[config.mk]
export PLATFORM = sky130hd
export DESIGN_NAME = ctrl_pipe
export DESIGN_NICKNAME = d
export VERILOG_FILES = /design/src/rtl/ctrl_pkg.sv /design/src/rtl/ctrl_decode.sv /design/src/rtl/ctrl_pipe.sv
export SDC_FILE = /design/constraint.sdc
export NUM_CORES = 1
export LEC_CHECK = 0
export CAP_MARGIN = 40
export CELL_PAD_IN_SITES_DETAIL_PLACEMENT = 1
export CELL_PAD_IN_SITES_GLOBAL_PLACEMENT = 2
export CORE_MARGIN = 8
export CORE_UTILIZATION = 22
export CTS_BUF_LIST = sky130_fd_sc_hd__clkbuf_4 sky130_fd_sc_hd__clkbuf_8
export DETAILED_ROUTE_END_ITERATION = 16
export GPL_ROUTABILITY_DRIVEN = 1
export HOLD_SLACK_MARGIN = 0.12
export PLACE_DENSITY_LB_ADDON = 0.1
export SYNTH_ARGS = -nofsm -noshare
export SYNTH_HDL_FRONTEND = slang
export SYNTH_SLANG_ARGS = --single-unit
[constraint.sdc]
create_clock -name Clk -period 2.3 [get_ports Clk]
set_clock_uncertainty 0.1 [all_clocks]
set_input_delay 0.575 -clock Clk [delete_from_list [all_inputs] [get_ports Clk]]
set_output_delay 0.575 -clock Clk [all_outputs]
set_load 0.01 [all_outputs]
[src/rtl/ctrl_pkg.sv]
// Shared control-bundle types, opcode/ALUOp encodings and per-stage control slices
// for the pipelined MIPS control unit.
package ctrl_pkg;

    localparam int CTRL_ALUOP_W = 2;

    localparam logic [5:0] OP_RTYPE = 6'b000000;
    localparam logic [5:0] OP_ADDI  = 6'b001000;
    localparam logic [5:0] OP_LW    = 6'b100011;
    localparam logic [5:0] OP_SW    = 6'b101011;
    localparam logic [5:0] OP_BEQ   = 6'b000100;
    localparam logic [5:0] OP_J     = 6'b000010;

    localparam logic [CTRL_ALUOP_W-1:0] ALUOP_ADD   = 2'b00;
    localparam logic [CTRL_ALUOP_W-1:0] ALUOP_SUB   = 2'b01;
    localparam logic [CTRL_ALUOP_W-1:0] ALUOP_FUNCT = 2'b10;

    typedef struct packed {
        logic                    RegDst;
        logic                    ALUSrc;
        logic                    MemtoReg;
        logic                    RegWrite;
        logic                    MemRead;
        logic                    MemWrite;
        logic                    Branch;
        logic                    Jump;
        logic [CTRL_ALUOP_W-1:0] ALUOp;
    } ctrl_bundle_t;

    localparam ctrl_bundle_t CTRL_BUBBLE = '0;

    // Each pipeline register only keeps the controls still needed downstream of it.
    typedef struct packed {
        logic                    RegDst;
        logic                    ALUSrc;
        logic [CTRL_ALUOP_W-1:0] ALUOp;
    } ex_ctrl_t;

    typedef struct packed {
        logic MemRead;
        logic MemWrite;
        logic Branch;
    } mem_ctrl_t;

    typedef struct packed {
        logic RegWrite;
        logic MemtoReg;
    } wb_ctrl_t;

endpackage

[src/rtl/ctrl_decode.sv]
// Purely combinational ID-stage opcode decoder: opcode -> control bundle plus an
// illegal-opcode flag (unknown opcodes produce the all-zero bundle).
module ctrl_decode
    import ctrl_pkg::*;
#(
    parameter int OP_W = 6
) (
    input  logic [OP_W-1:0] op_i,
    output ctrl_bundle_t    ctrl_o,
    output logic            illegal_o
);

    always_comb begin
        ctrl_o    = CTRL_BUBBLE;
        illegal_o = 1'b0;
        case (op_i)
            OP_W'(OP_RTYPE): begin
                ctrl_o.RegDst   = 1'b1;
                ctrl_o.RegWrite = 1'b1;
                ctrl_o.ALUOp    = ALUOP_FUNCT;
            end
            OP_W'(OP_ADDI): begin
                ctrl_o.ALUSrc   = 1'b1;
                ctrl_o.RegWrite = 1'b1;
                ctrl_o.ALUOp    = ALUOP_ADD;
            end
            OP_W'(OP_LW): begin
                ctrl_o.ALUSrc   = 1'b1;
                ctrl_o.MemtoReg = 1'b1;
                ctrl_o.RegWrite = 1'b1;
                ctrl_o.MemRead  = 1'b1;
                ctrl_o.ALUOp    = ALUOP_ADD;
            end
            OP_W'(OP_SW): begin
                ctrl_o.ALUSrc   = 1'b1;
                ctrl_o.MemWrite = 1'b1;
                ctrl_o.ALUOp    = ALUOP_ADD;
            end
            OP_W'(OP_BEQ): begin
                ctrl_o.Branch = 1'b1;
                ctrl_o.ALUOp  = ALUOP_SUB;
            end
            OP_W'(OP_J): begin
                ctrl_o.Jump = 1'b1;
            end
            default: begin
                illegal_o = 1'b1;
            end
        endcase
    end

endmodule

[src/rtl/ctrl_pipe.sv]
// Pipelined control unit: decodes at ID and carries controls through ID/EX, EX/MEM and
// MEM/WB with stall/flush/load-use handling. Build with CTRL_PERF_CNT_EN for counters.
module ctrl_pipe
    import ctrl_pkg::*;
#(
    parameter int OP_W    = 6,
    parameter int REG_W   = 5,
    parameter int ALUOP_W = 2,
    parameter int CNT_W   = 16
) (
    input  logic               Clk,
    input  logic               Start,
    input  logic               valid_i,
    input  logic [OP_W-1:0]    op_i,
    input  logic [REG_W-1:0]   rs_i,
    input  logic [REG_W-1:0]   rt_i,
    input  logic               stall_i,
    input  logic               flush_i,
    output logic               hazard_o,
    output logic               jump_o,
    output logic               illegal_o,
    output logic               ex_RegDst_o,
    output logic               ex_ALUSrc_o,
    output logic [ALUOP_W-1:0] ex_ALUOp_o,
    output logic               mem_MemRead_o,
    output logic               mem_MemWrite_o,
    output logic               mem_Branch_o,
    output logic               wb_RegWrite_o,
    output logic               wb_MemtoReg_o,
    output logic [CNT_W-1:0]   bubble_cnt_o,
    output logic [CNT_W-1:0]   instr_cnt_o
);

    ctrl_bundle_t dec;
    logic         decIllegal;
    logic         hazard;

    ex_ctrl_t     idexEx_q,  idexEx_d;
    mem_ctrl_t    idexMem_q, idexMem_d;
    wb_ctrl_t     idexWb_q,  idexWb_d;
    logic [REG_W-1:0] exRt_q, exRt_d;
    mem_ctrl_t    exmemMem_q, exmemMem_d;
    wb_ctrl_t     exmemWb_q,  exmemWb_d;
    wb_ctrl_t     memwbWb_q,  memwbWb_d;

    ctrl_decode #(.OP_W(OP_W)) u_decode (
        .op_i      (op_i),
        .ctrl_o    (dec),
        .illegal_o (decIllegal)
    );

    // A bubble clears exRt, so a zeroed ID/EX can never report a load-use hazard.
    assign hazard = valid_i & idexMem_q.MemRead & (exRt_q != '0)
                  & ((exRt_q == rs_i) | (exRt_q == rt_i));

    assign hazard_o  = hazard;
    assign jump_o    = valid_i & dec.Jump & ~stall_i & ~flush_i;
    assign illegal_o = valid_i & decIllegal;

    always_comb begin
        idexEx_d   = idexEx_q;
        idexMem_d  = idexMem_q;
        idexWb_d   = idexWb_q;
        exRt_d     = exRt_q;
        exmemMem_d = exmemMem_q;
        exmemWb_d  = exmemWb_q;
        memwbWb_d  = memwbWb_q;
        if (!stall_i) begin
            memwbWb_d = exmemWb_q;
            if (flush_i) begin
                idexEx_d   = '0;
                idexMem_d  = '0;
                idexWb_d   = '0;
                exRt_d     = '0;
                exmemMem_d = '0;
                exmemWb_d  = '0;
            end else begin
                exmemMem_d = idexMem_q;
                exmemWb_d  = idexWb_q;
                if (hazard || !valid_i) begin
                    idexEx_d  = '0;
                    idexMem_d = '0;
                    idexWb_d  = '0;
                    exRt_d    = '0;
                end else begin
                    idexEx_d.RegDst    = dec.RegDst;
                    idexEx_d.ALUSrc    = dec.ALUSrc;
                    idexEx_d.ALUOp     = dec.ALUOp;
                    idexMem_d.MemRead  = dec.MemRead;
                    idexMem_d.MemWrite = dec.MemWrite;
                    idexMem_d.Branch   = dec.Branch;
                    idexWb_d.RegWrite  = dec.RegWrite;
                    idexWb_d.MemtoReg  = dec.MemtoReg;
                    exRt_d             = rt_i;
                end
            end
        end
    end

    always_ff @(posedge Clk or negedge Start) begin
        if (!Start) begin
            idexEx_q   <= '0;
            idexMem_q  <= '0;
            idexWb_q   <= '0;
            exRt_q     <= '0;
            exmemMem_q <= '0;
            exmemWb_q  <= '0;
            memwbWb_q  <= '0;
        end else begin
            idexEx_q   <= idexEx_d;
            idexMem_q  <= idexMem_d;
            idexWb_q   <= idexWb_d;
            exRt_q     <= exRt_d;
            exmemMem_q <= exmemMem_d;
            exmemWb_q  <= exmemWb_d;
            memwbWb_q  <= memwbWb_d;
        end
    end

    assign ex_RegDst_o    = idexEx_q.RegDst;
    assign ex_ALUSrc_o    = idexEx_q.ALUSrc;
    assign ex_ALUOp_o     = ALUOP_W'(idexEx_q.ALUOp);
    assign mem_MemRead_o  = exmemMem_q.MemRead;
    assign mem_MemWrite_o = exmemMem_q.MemWrite;
    assign mem_Branch_o   = exmemMem_q.Branch;
    assign wb_RegWrite_o  = memwbWb_q.RegWrite;
    assign wb_MemtoReg_o  = memwbWb_q.MemtoReg;

`ifdef CTRL_PERF_CNT_EN
    logic [CNT_W-1:0] bubbleCnt_q, bubbleCnt_d;
    logic [CNT_W-1:0] instrCnt_q,  instrCnt_d;

    // An illegal opcode loads an all-zero bundle, so it is not counted as an instruction.
    always_comb begin
        bubbleCnt_d = bubbleCnt_q;
        instrCnt_d  = instrCnt_q;
        if (!stall_i) begin
            if (flush_i || hazard) begin
                if (bubbleCnt_q != '1) bubbleCnt_d = bubbleCnt_q + CNT_W'(1);
            end else if (valid_i && !decIllegal) begin
                if (instrCnt_q != '1) instrCnt_d = instrCnt_q + CNT_W'(1);
            end
        end
    end

    always_ff @(posedge Clk or negedge Start) begin
        if (!Start) begin
            bubbleCnt_q <= '0;
            instrCnt_q  <= '0;
        end else begin
            bubbleCnt_q <= bubbleCnt_d;
            instrCnt_q  <= instrCnt_d;
        end
    end

    assign bubble_cnt_o = bubbleCnt_q;
    assign instr_cnt_o  = instrCnt_q;
`else
    assign bubble_cnt_o = '0;
    assign instr_cnt_o  = '0;
`endif

endmodule

==> impl_results.md, run 1 <==
* Global-route usage over all layers at 8.71%
* Max FO, Critical Path at 2
* Number of max-cap violations at 0
* Commonest non-fill, non-tap cells in the layout: conb_1 (32), buf_4 (23), dfrtp_1 (18)
* Fin crit share at 104%
* Worst Setup Start Kind: input port
* Vias in the first global route at ~1.1k
* WL/cell at about 14 µm
* Main combinational cell family by area after synthesis: buffers and inverters
* Row cnt at 26
* Xor/xnor share of the synthesized area at between 7 and 8%
* Core area at ~5100 µm²
* Die area at just under 8000 µm²
* Yosys cell types at 27
* Fmax at 418 MHz
* CTS clk-pin slew, worst paths at 0.06 ns
* Hold violation total from the final report at 0
* Die H at around 88 µm
* CTS buffer count at 3
* Setup CP Type: in2out
* Mux contribution to synthesized area at ~1.9%
* CP max-delay cell: or4b_4
* Final Critical Period at approximately 2.4 ns
* Sequential element share of the synthesized area at roughly 40%
* Synth-to-Final Area Change at 46.2%
* Nets at around 200
* Final antenna-violating net count at 0
* TritonRoute pass-1 iters at 4
* CP cell instances: buf_6, or4b_4, nor3_4, and3_4, buf_6
* CTS Root Cell: clkbuf_8
* Routed vias at 960
* Simple-gate share of the synthesized area at a little over an eighth
* Seq cells post-synth at 18
* Clk Latency, worst-skew pair at between 0.2 and 0.3 ns
* Clk sink count at 18
* HP Class: reg2reg
* Yosys warns at 0
* Synthesized area at 1160 µm²
* Critical Path Sink Type: primary output
* DRC violations left at 0
* Leakage at 0.862 nW
* Die Wd at 88.5 µm
* DR vias/cell at just under 4
* Synth Area in Adders at 0%
* Final worst setup slack at -0.0920 ns
* First DRT Iteration DRCs at 15
* Design Power at 0.705 mW
* PortBufs at 32
* Htree depth at 1
* Most common cell after layout, fill and taps aside: conb_1
* RSZ-0062 raised after global routing: yes
* PD cells at around 420 nW/µm²
* Slew Limit Fails at 0
* Initial antenna violation count at 0
* Detailed Place HPWL at approximately 2700 µm
* Final Setup Violations at 3
* Largest net degree at the start of global routing at 22
* GRT overflow at 0
* Syn Area/Cell at 9.80 µm²
* Status: finished, violations left
* First-pass GRT wire length at approximately 5300 µm
* Initial Util at about 23%
* Clock tree buffer depth at 2
* Slowest Stage Delay on Critical Path at roughly 0.54 ns
* Most frequent cell on the critical path: buf_6
* Antenna diode count at 0
* Compound-cell area share of the yosys netlist at between 10% and 20%
* Total Neg Setup Slack at -0.191 ns
* Ports at 65
* CP arrival at ~1.7 ns
* DRT Wirelength at 3360 µm
* WP buf/inv at 2
* Post-CTS Hold Buffers at 0
* Peak supply drop at roughly 0.00016 V
* Failing checks: setup timing
* CTS tree: yes
* GPL Wtd Cong at about 0.72
* Share of cells above drive strength 1 at between 30% and 40%
* CP top delay family: simple AND/OR/NAND/NOR gates
* Cells after Synth at about 120
* Worst EP required at 1.62 ns
==> path summary, 6_finish.rpt <==
check / from / to / slack (ns) / cells after the start
max reg2reg: exRt_q[2] / idexMem_q[0] / 0.41 / 6
max in group asynchronous: Start / idexMem_q[1] / 1.33 / 2
max: op_i[0] / jump_o / -0.09 / 5
min in group asynchronous: Start / wb_MemtoReg_o / 0.56 / 2
min reg2reg: idexWb_q[1] / exmemWb_q[1] / 0.40 / 1
min: idexWb_q[1] / exmemWb_q[1] / 0.40 / 1
==> metrics by stage <==
step | hold WS (ns) | worst slack [ns] | cell area [µm²] | cells | util [%]
3_5_place_dp | 0.382 | -1.11 | 1590 | 238 | 31.3
3_3_place_gp | 0.374 | -1.08 | 1590 | 238 | 31.3
6_report | 0.396 | -0.0920 | 1690 | 243 | 33.3
4_1_cts | 0.398 | -0.151 | 1670 | 243 | 32.9
2_1_floorplan | 0.179 | 0.00824 | 1270 | 149 | -
5_1_grt | 0.432 | -0.130 | 1690 | 243 | 33.3
==> worst register-to-register path, stage by stage (launching register included) <==
cell     delay [ns]
dfrtp_1        0.40
buf_6          0.13
xor2_1         0.17
nor3_2         0.22
a22oi_2        0.13
o21ba_1        0.32
a32o_2         0.31
==> cell type report <==
class | instances | area, µm²
tap | 70 | 87.6
timing repair buffer | 57 | 488
sequential | 18 | 450
multi-input combinational | 94 | 619
fill | 613 | 3380
inverter | 1 | 3.75
clock buffer | 3 | 41.3
==> flip-flops by register name, indices dropped and copies added, names as in the netlist <==
| register | flops |
|---|---|
| wb_RegWrite_o | 1 |
| ex_ALUSrc_o | 1 |
| mem_MemWrite_o | 1 |
| wb_MemtoReg_o | 1 |
| mem_MemRead_o | 1 |
| exmemWb_q | 1 |
| exRt_q | 5 |
| idexWb_q | 1 |
| ex_ALUOp_o | 1 |
| ex_RegDst_o | 1 |
| mem_Branch_o | 1 |
| idexMem_q | 3 |
==> repair_timing <==
item / 4_1_cts / 5_1_grt
setup buffers: 2 / 0
pin swaps: 10 / 6
gates resized for setup: 53 / 5
setup endpoints to repair: 3 / 3
==> cells in the mapped netlist <==
cell type	instances	area, µm²
nand2_1	8	30.0
or4_4	1	11.3
inv_1	1	3.75
or4b_2	1	10.0
o21ba_1	1	10.0
nand2b_1	3	18.8
and3_1	2	12.5
a32o_2	3	33.8
mux2_2	2	22.5
nand3_1	1	5.00
nor4b_1	1	8.76
clkbuf_1	2	7.51
nor3_1	6	30.0
conb_1	1	3.75
o211ai_2	1	12.5
nor2b_1	1	6.26
nor2_1	4	15.0
buf_4	33	248
a21oi_1	1	5.00
buf_6	1	11.3
nor3b_1	1	7.51
xor2_1	10	87.6
dfrtp_1	18	450
a22o_2	1	10.0
a22o_1	6	52.6
a22oi_1	1	7.51
o21ai_0	7	35.0
==> routing by layer <==
| layer | GRT usage [%] | wire [µm] | up-vias |
|---|---|---|---|
| met2 | 14.9 | 1710 | 36 |
| met4 | 3.69 | 61 | 0 |
| li1 | - | - | 452 |
| met1 | 9.75 | 1330 | 467 |
| met5 | 0 | 0 | - |
| met3 | 2.60 | 261 | 5 |
==> power breakdown <==
group / internal, mW / leakage (nW) / switching [mW]
logic: 0.0728 / 0.591 / 0.0846
registers: 0.323 / 0.249 / 0.00652
clock network: 0.116 / 0.0216 / 0.102
==> logic make-up after synthesis <==
logic type	Yosys count
AOI/OAI and AO/OA	21
xor gates and xnor gates	10
muxes	2
and+or+nand+nor	29
buffers and inverters	37
other	1
DFF	18
Note: power is estimated with default switching activity, not from simulation.
==> inputs of run 2 (changes only) <==
--- a/config.mk
+++ b/config.mk
@@ -18,3 +18,4 @@
 export SYNTH_ARGS = -nofsm -noshare
 export SYNTH_HDL_FRONTEND = slang
 export SYNTH_SLANG_ARGS = --single-unit
+export TNS_END_PERCENT = 20
==> run 2 against run 1 <==
  * The flow still finishes with violations (setup timing)
  * Global-route usage down 0.077 points
  * Register-to-register slack got worse by 0.02 ns
  * First-iteration DRC count is 13% lower
  * Via count shrank 0.42%
  * Critical path type unchanged
  * Critical endpoint unchanged
==> impl_results.md, run 2 (same netlist as run 1, synthesis figures left out) <==
* Status: finished, violations left
* Failing checks: setup timing
* Slew Limit Fails at 0 (unchanged)
* Htree depth at 1 (unchanged)
* Worst R2R Path Depth at 4 (-2)
* WHS at 0.396 ns (unchanged)
* Hold violation total from the final report at 0 (unchanged)
* Most flops, register: exRt_q
* Die area at 7830 µm² (unchanged)
* CP arrival at 1.72 ns (about the same)
* Max FFs per register at 5 (unchanged)
* Reg area at 450 µm² (unchanged)
* R2R setup slack at 0.39 ns (-0.02 ns)
* Antenna diode count at 0 (unchanged)
* Cell Area, Placed at 1590 µm² (unchanged)
* PortBufs at 32 (unchanged)
* Detailed Place HPWL at 2650 µm (unchanged)
* RSZ-0062 raised after global routing: yes
* Routed vias at 956 (-0.42%)
* Initial antenna violation count at 0 (unchanged)
* Hold endpoint: exmemWb_q[1]
* Area of the multi-input gates at 619 µm² (unchanged)
* First-pass GRT wire length at 5270 µm (-1.0%)
* Fmax at 418 MHz (about the same)
* Synth-to-Final Area Change at 45.8%
* Worst EP required at 1.62 ns (about the same)
* Final antenna-violating net count at 0 (unchanged)
* Peak supply drop at 0.000159 V (about the same)
* CTS Root Cell: clkbuf_8
* Worst Hold Depth at 1 (unchanged)
* DP Cell Count at 238 (unchanged)
* Vias in the first global route at 1103 (-1.3%)
* Clock tree buffer depth at 2 (unchanged)
* Commonest non-fill, non-tap cells in the layout: conb_1 (32), buf_4 (23), dfrtp_1 (18)
* Leakage at 0.862 nW (about the same)
* GRT overflow at 0 (unchanged)
* Worst Setup Start Kind: input port
* Most common cell after layout, fill and taps aside: conb_1
* CTS buffer count at 3 (unchanged)
* Largest regs: exRt_q x5, idexMem_q x3
* Critical Path Sink Type: primary output
* Core area at 5070 µm² (unchanged)
* Die Wd at 88.5 µm (unchanged)
* CP top delay family: simple AND/OR/NAND/NOR gates
* GPL Wtd Cong at 0.717 (unchanged)
* CTS tree: yes
* Most frequent cell on the critical path: buf_6
* Fill count at 608 (-0.82%)
* CP max-delay cell: or4b_4
* Initial Util at 22.8% (unchanged)
* Design area at 1690 µm² (-0.30%)
* WP buf/inv at 2 (unchanged)
* Clk sink count at 18 (unchanged)
* RR Startpoint: exRt_q[2]
* R2r endpoint: idexMem_q[0]
* Final worst setup slack at -0.0919 ns (+0.0000711 ns)
* Ports at 65 (unchanged)
* Fin crit share at 104% (about the same)
* WL/cell at 13.8 µm (about the same)
* Final Util at 33.2% (-0.099 points)
* DRT Wirelength at 3340 µm (-0.36%)
* CTS clk-pin slew, worst paths at 0.06 ns (about the same)
* Pre-CTS WS at -1.11 ns (unchanged)
* TritonRoute pass-1 iters at 3 (-1)
* Clk Latency, worst-skew pair at 0.25 ns (about the same)
* PD cells at 417 nW/µm² (+0.10%)
* DRC violations left at 0 (unchanged)
* Row cnt at 26 (unchanged)
* Max FO, Critical Path at 2 (unchanged)
* First DRT Iteration DRCs at 13 (-2)
* Slowest Stage Delay on Critical Path at 0.54 ns (about the same)
* Hold_sp: idexWb_q[1]
* CP cell instances: buf_6, or4b_4, nor3_4, and3_4, buf_6
* Post-CTS Hold Buffers at 0 (unchanged)
* Final Critical Period at 2.39 ns (-0.0000711 ns)
* Global-route usage over all layers at 8.63% (-0.077 points)
* Share of cells above drive strength 1 at 30.8% (-0.40 points)
* Die H at 88.5 µm (unchanged)
* Largest net degree at the start of global routing at 22 (unchanged)
* HP Class: reg2reg
* Number of max-cap violations at 0 (unchanged)
* Nets at 195 (-0.51%)
* Final Setup Violations at 3 (unchanged)
* Setup CP Type: in2out
* Post-Layout Cell Count at 242 (-0.41%)
* DR vias/cell at 3.95 (about the same)
## run 2: how the worst max path moves through the flow
stage | start | end | slack (ns) | cells past startpoint
global placement | op_i[3] | jump_o | -1.08 | 5
floorplan | op_i[3] | jump_o | 0.008 | 3
global route | op_i[0] | illegal_o | -0.13 | 6
CTS | op_i[5] | illegal_o | -0.15 | 6
finish | op_i[0] | jump_o | -0.09 | 5
detailed placement | op_i[3] | jump_o | -1.11 | 5
## run 2: stage by stage
step / TNS (ns) / total power, mW
final: -0.175 / 0.703
after global routing: -0.328 / 0.738
after CTS: -0.366 / 0.711
after detailed placement: -3.30 / 0.487
after global placement: -3.12 / 0.485
after floorplan: 0 / 0.439
## run 2: worst register-to-register path, cell delays in order, from the launching register on
cell	delay (ns)
dfrtp_1	0.44
or4_4	0.54
o211ai_2	0.18
o21ba_1	0.37
a32o_2	0.23
## run 2: timing repair
action	in CTS	in global routing
gates resized for setup	52	7
setup endpoints to repair	3	3
buffers inserted	1	0
pin swaps	9	8
## run 2: power by group
group	internal, mW	total (mW)	switching (mW)
Clock	0.116	0.218	0.102
Combinational	0.0717	0.155	0.0835
Sequential	0.323	0.330	0.00721
Total	0.511	0.703	0.193
## run 2: final cells by class
type,count,share of cell area (%)
clock buffers,3,2.45
inverters,1,0.223
multi-input cells,94,36.7
flip-flops and latches,18,26.7
well taps,70,5.20
repair buffers,56,28.7
## run 2: routing by layer
metal	wire [µm]	track usage [%]
met5	0	0
met4	61	3.69
met3	254	2.41
met2	1700	14.8
met1	1330	9.75
